### src/rtl/tlb_search_arbiter.sv
// TLB search-port arbiter: shares one TLB search port between the ITLB
// buffer-miss walker, the DTLB buffer-miss walker and the CP0 TLBP probe.
// Each transaction is IDLE -> LOOKUP (search strobe) -> RESP (Done pulse),
// and the registered result is held on Rsp_* for the owner.
module tlb_search_arbiter #(
  parameter int unsigned TLB_IDX_W    = 4,
  parameter int unsigned STARVE_LIMIT = 3,
  parameter int unsigned TLB_ENTRY_W  = 64
) (
  input  logic                   clk,
  input  logic                   rst,
  input  logic                   I_Req,
  input  logic [18:0]            I_VPN2,
  input  logic                   D_Req,
  input  logic [18:0]            D_VPN2,
  input  logic                   P_Req,
  input  logic [18:0]            P_VPN2,
  input  logic [7:0]             CP0_ASID,
  input  logic                   TLBBuffer_Flush,
  output logic [18:0]            s_VPN2,
  output logic [7:0]             s_ASID,
  output logic                   s_Valid,
  input  logic                   s_found,
  input  logic [TLB_IDX_W-1:0]   s_index,
  input  logic [TLB_ENTRY_W-1:0] s_Entry,
  output logic                   I_Done,
  output logic                   D_Done,
  output logic                   P_Done,
  output logic                   Rsp_found,
  output logic [TLB_IDX_W-1:0]   Rsp_index,
  output logic [TLB_ENTRY_W-1:0] Rsp_Entry,
  output logic                   Busy
);

  typedef enum logic [1:0] {
    IDLE   = 2'd0,
    LOOKUP = 2'd1,
    RESP   = 2'd2
  } state_t;

  typedef enum logic [1:0] {
    OWN_I = 2'd0,
    OWN_D = 2'd1,
    OWN_P = 2'd2
  } owner_t;

  state_t      state, state_nx;
  owner_t      owner, grant;
  logic        settle;
  logic [1:0]  wait_cnt;
  logic [18:0] vpn2_q;
  logic [7:0]  asid_q;
  logic [18:0] grant_vpn;
  logic        starved;
  logic        any_req;
  logic        do_grant;
  logic        flush_io;
  logic        done_en;

  assign starved  = (32'(wait_cnt) == STARVE_LIMIT);
  // Buffer flushes only invalidate ITLB/DTLB walks; a TLBP probe runs to completion.
  assign flush_io = TLBBuffer_Flush && (owner != OWN_P);
  assign done_en  = (state == RESP) && !flush_io;

  // Fixed-priority pick: P > I(starved) > D > I.
  always_comb begin
    grant     = OWN_D;
    grant_vpn = D_VPN2;
    any_req   = 1'b0;
    if (P_Req) begin
      grant     = OWN_P;
      grant_vpn = P_VPN2;
      any_req   = 1'b1;
    end else if (I_Req && starved) begin
      grant     = OWN_I;
      grant_vpn = I_VPN2;
      any_req   = 1'b1;
    end else if (D_Req) begin
      grant     = OWN_D;
      grant_vpn = D_VPN2;
      any_req   = 1'b1;
    end else if (I_Req) begin
      grant     = OWN_I;
      grant_vpn = I_VPN2;
      any_req   = 1'b1;
    end
  end

  // The IDLE cycle right after a completed transaction only samples: the
  // just-served owner still holds Req there, so no grant is issued in it.
  // A flush seen in IDLE also blocks the grant.
  assign do_grant = (state == IDLE) && any_req && !settle && !TLBBuffer_Flush;

  // Next-state logic.
  always_comb begin
    state_nx = state;
    unique case (state)
      IDLE:    if (do_grant) state_nx = LOOKUP;
      LOOKUP:  state_nx = flush_io ? IDLE : RESP;
      RESP:    state_nx = IDLE;
      default: state_nx = IDLE;
    endcase
  end

  // State register and post-RESP sampling-cycle flag.
  always_ff @(posedge clk or posedge rst) begin
    if (rst) begin
      state  <= IDLE;
      settle <= 1'b0;
    end else begin
      state  <= state_nx;
      settle <= done_en;
    end
  end

  // Latch the winner with its search key at grant time.
  always_ff @(posedge clk or posedge rst) begin
    if (rst) begin
      owner  <= OWN_I;
      vpn2_q <= '0;
      asid_q <= '0;
    end else if (do_grant) begin
      owner  <= grant;
      vpn2_q <= grant_vpn;
      asid_q <= CP0_ASID;
    end
  end

  // ITLB starvation counter, only evaluated while IDLE.
  always_ff @(posedge clk or posedge rst) begin
    if (rst) begin
      wait_cnt <= '0;
    end else if (state == IDLE) begin
      if (TLBBuffer_Flush) begin
        wait_cnt <= '0;
      end else if (do_grant && (grant == OWN_D) && I_Req) begin
        if (wait_cnt != 2'b11) wait_cnt <= wait_cnt + 2'd1;
      end else if (do_grant && (grant == OWN_I)) begin
        wait_cnt <= '0;
      end else if (!I_Req) begin
        wait_cnt <= '0;
      end
    end
  end

  // Capture the search result on the LOOKUP->RESP edge unless the walk is flushed.
  always_ff @(posedge clk or posedge rst) begin
    if (rst) begin
      Rsp_found <= 1'b0;
      Rsp_index <= '0;
      Rsp_Entry <= '0;
    end else if ((state == LOOKUP) && !flush_io) begin
      Rsp_found <= s_found;
      Rsp_index <= s_index;
      Rsp_Entry <= s_Entry;
    end
  end

  assign s_Valid = (state == LOOKUP);
  assign s_VPN2  = vpn2_q;
  assign s_ASID  = asid_q;
  assign Busy    = (state != IDLE);
  assign I_Done  = done_en && (owner == OWN_I);
  assign D_Done  = done_en && (owner == OWN_D);
  assign P_Done  = done_en && (owner == OWN_P);

endmodule
### config.mk
export PLATFORM = sky130hd
export DESIGN_NAME = tlb_search_arbiter
export DESIGN_NICKNAME = d
export VERILOG_FILES = /design/src/rtl/tlb_search_arbiter.sv
export SDC_FILE = /design/constraint.sdc
export NUM_CORES = 1
export LEC_CHECK = 0
export CAP_MARGIN = 20
export CORE_MARGIN = 2
export CORE_UTILIZATION = 38
export DETAILED_ROUTE_END_ITERATION = 10
export PLACE_DENSITY_LB_ADDON = 0.25
export SYNTH_ARGS = -nofsm -noshare
export SYNTH_HDL_FRONTEND = slang
export SYNTH_SLANG_ARGS = --single-unit
### constraint.sdc
create_clock -name clk -period 5.1 [get_ports clk]
set_input_delay 1.275 -clock clk [delete_from_list [all_inputs] [get_ports clk]]
set_output_delay 1.275 -clock clk [all_outputs]
set_load 0.005 [all_outputs]
==> reports/qor.csv <==
metric;value;unit
Startpoint Class;input pin;
via count;3467;
Yosys warnings;0;
vias in the first global route;3632;
largest net degree at the start of global routing;71;
Cell Pwr Density;503;mW/mm2
area leader, netlist;dfrtp_1;
Slew Limit Fails;0;
CTS H-tree depth;3;
net load switching power;0.000942;W
status;complete, no violations;
footprint of the multi-input gates;0.00157;mm2
leakage;2.85;nW
first-pass GRT wire length;17600;um
die extent in y;110;um
CTS tree;done;
WP depth;3;
Net Sw Frac;26.7;%
crit path time final;4130;ps
Tightest Pin Transition;887;ps
DRT Wirelength;11800;um
placed insts;667;
FF/Latch Area;0.00258;mm2
DP HPWL;8720;um
syn_area_per_cell;14.1;um2
PortBufs;240;
commonest cells in the netlist;103 x dfrtp_1, 77 x mux2_2, 21 x nand2_1;
critical path arrival;2850;ps
post-CTS sizing;0;
ys async rst share;100;%
hold path cells;2;
Clk pin slew, worst setup/hold paths;90;ps
GR Overflow Total;0;
skew final;8.26;ps
GR peak layer;met2;
most common cell in the netlist;dfrtp_1;
sequential share of the synthesized area;60.9;%
M1 GR Usage;20.7;%
Slowest cell on crit path;clkdlybuf4s50_1;
n_diodes;0;
Post-CTS Setup Inserts;0;
Final nets;679;
Gate power share;43.9;%
Routed wire per std cell;17.2;um
buffer and inverter count on the worst path;2;
die span in x;110;um
top cells by area, synth;dfrtp_1 61%, mux2_2 20%, a221o_1 2.6%;
CP required;3830;ps
Max rail drop VDD;270;uV
clock power share;16.0;%
Pwr Total;0.00353;W
Top-Level Pins;241;
Max Root-Sink Buffers;2;
initial antenna violation count;0;
Max-Cap Viols;0;
Core Region;0.0108;mm2
syn nets;442;
GRT Total Usage;19.3;%
Cell Rows;38;
Setup WS pre-CTS;965;ps
fill count;846;
cell mode on critical path;clkdlybuf4s50_1;
Clk Latency, worst-skew pair;360;ps
clk root buf;clkbuf_8;
CP top delay family;buffers and inverters;
layout cell share with drive strength beyond 1;19.2;%
Synth Cell Area;0.00423;mm2
Yosys reg bits;103;
Seq pwr share;40.1;%
worst setup path category;input pin to output pin;
Max-slew headroom;40.8;%
Yosys cell types;32;
drt drc;0;
Layout area overhead;65.5;%
Post-synth EDFFs;0;
post-synthesis cell count;301;
RSZ-0062 raised after global routing;false;
Hold-fix buffers, CTS;0;
CP endpoint kind;output pin;
Worst Path Max Fanout;7;
Synth top area share;60.9;%
clk sinks;103;
Worst path max stage delay;620;ps
final estimated routing congestion in global placement;0.773;
CTS buffer count;9;
Layout Cells excl Fill;683;
final hold vios;0;
# setup viols final;0;
Final Cycle Share;80.9;%
worst reg-to-reg path cell count;5;
Worst Hold Class;register to register;
FMAX;0.242;GHz
die area;0.0120;mm2
met2 Usage GRT;33.6;%
Initial DRT Pass Iterations;4;
Final ANT Viol Nets;0;
Final TNS setup;0;ps
Worst Slack Setup Final;972;ps
Critical Path, Cell by Cell;clkdlybuf4s50_1 > nor4b_1 > clkdlybuf4s50_1;
Top FF cell, synth;dfrtp_1;
Via-to-Cell Ratio;5.08;
drt first-iter violations;192;
cell internal pwr;0.00258;W
M3 GR Usage;8.00;%
Initial Util;39.1;%
registers in the layout, indices dropped and copies added (netlist names):
signal,flops
settle,1
Rsp_index,4
s_VPN2,19
Rsp_Entry,64
state,2
Rsp_found,1
s_ASID,8
wait_cnt,2
owner,2
worst paths after layout:
path                                       from             to  slack [ps]
max in group asynchronous                   rst  Rsp_Entry[12]        2950
worst min-delay path                 s_VPN2[11]     s_VPN2[11]         490
worst max-delay path            TLBBuffer_Flush         D_Done         970
min in group asynchronous                   rst   Rsp_Entry[1]        1340
worst min register to register       s_VPN2[11]     s_VPN2[11]         490
worst max register to register      wait_cnt[0]     s_VPN2[15]        2810
final cells by class:
type	instances	share of cell area [%]
repair buffers	246	34.9
clock buffers	13	2.27
flip-flops and latches	103	36.8
well taps	140	2.50
inverters	3	0.196
multi-input cells	175	22.4
clock inverters	3	0.928
worst min-delay path: stages (launching register included):
cell and delay [ps]:
dfrtp_1 350, nand2_1 40, o21ai_0 60
cell families (layout without fill, tap and decap cells):
family	count (synthesis)	in the layout	share of synthesized area, %
flip-flops	103	103	60.9
buffers and inverters	23	265	2.48
AO/OA/AOI/OAI	49	49	9.07
multiplexers	78	78	20.7
adder cells (fa/ha/maj)	1	1	0.295
AND/OR/NAND/NOR	47	47	6.56
power groups by stage:
stage	clock network [W]	logic [W]	registers (W)
2_1_floorplan	0	0.000517	0.00144
3_5_place_dp	0	0.00157	0.00143
3_3_place_gp	0	0.00154	0.00141
4_1_cts	0.000587	0.00158	0.00142
5_1_grt	0.000615	0.00166	0.00147
6_report	0.000565	0.00155	0.00141
cells in the final DEF (no fill, tap or decap), types with 2 or more instances in the layout:
master	n
clkdlybuf4s50_1	240
dfrtp_1	103
mux2_2	77
nand2_1	21
a21oi_1	14
nand4b_1	11
a221o_1	11
clkbuf_8	11
o21ai_0	9
a222oi_1	7
buf_4	6
nand2b_1	4
nor2_1	3
inv_1	2
clkbuf_1	2
bufinv_16	2
metrics by stage:
step / util [%] / area [um2] / hold WS [ps]
6_report: 64.7 / 7010 / 492
5_1_grt: 64.7 / 7010 / 516
4_1_cts: 64.7 / 7010 / 493
3_5_place_dp: 62.6 / 6790 / 472
3_3_place_gp: 62.6 / 6790 / 466
2_1_floorplan: - / 4230 / 463
routing by layer:
| layer | share of wire [%] | vias to the layer above |
|---|---|---|
| met4 | 1.7 | 0 |
| li1 | - | 1589 |
| met2 | 49 | 176 |
| met5 | 0 | - |
| met1 | 37 | 1685 |
| met3 | 13 | 17 |
(Power assumes the default switching activity.)
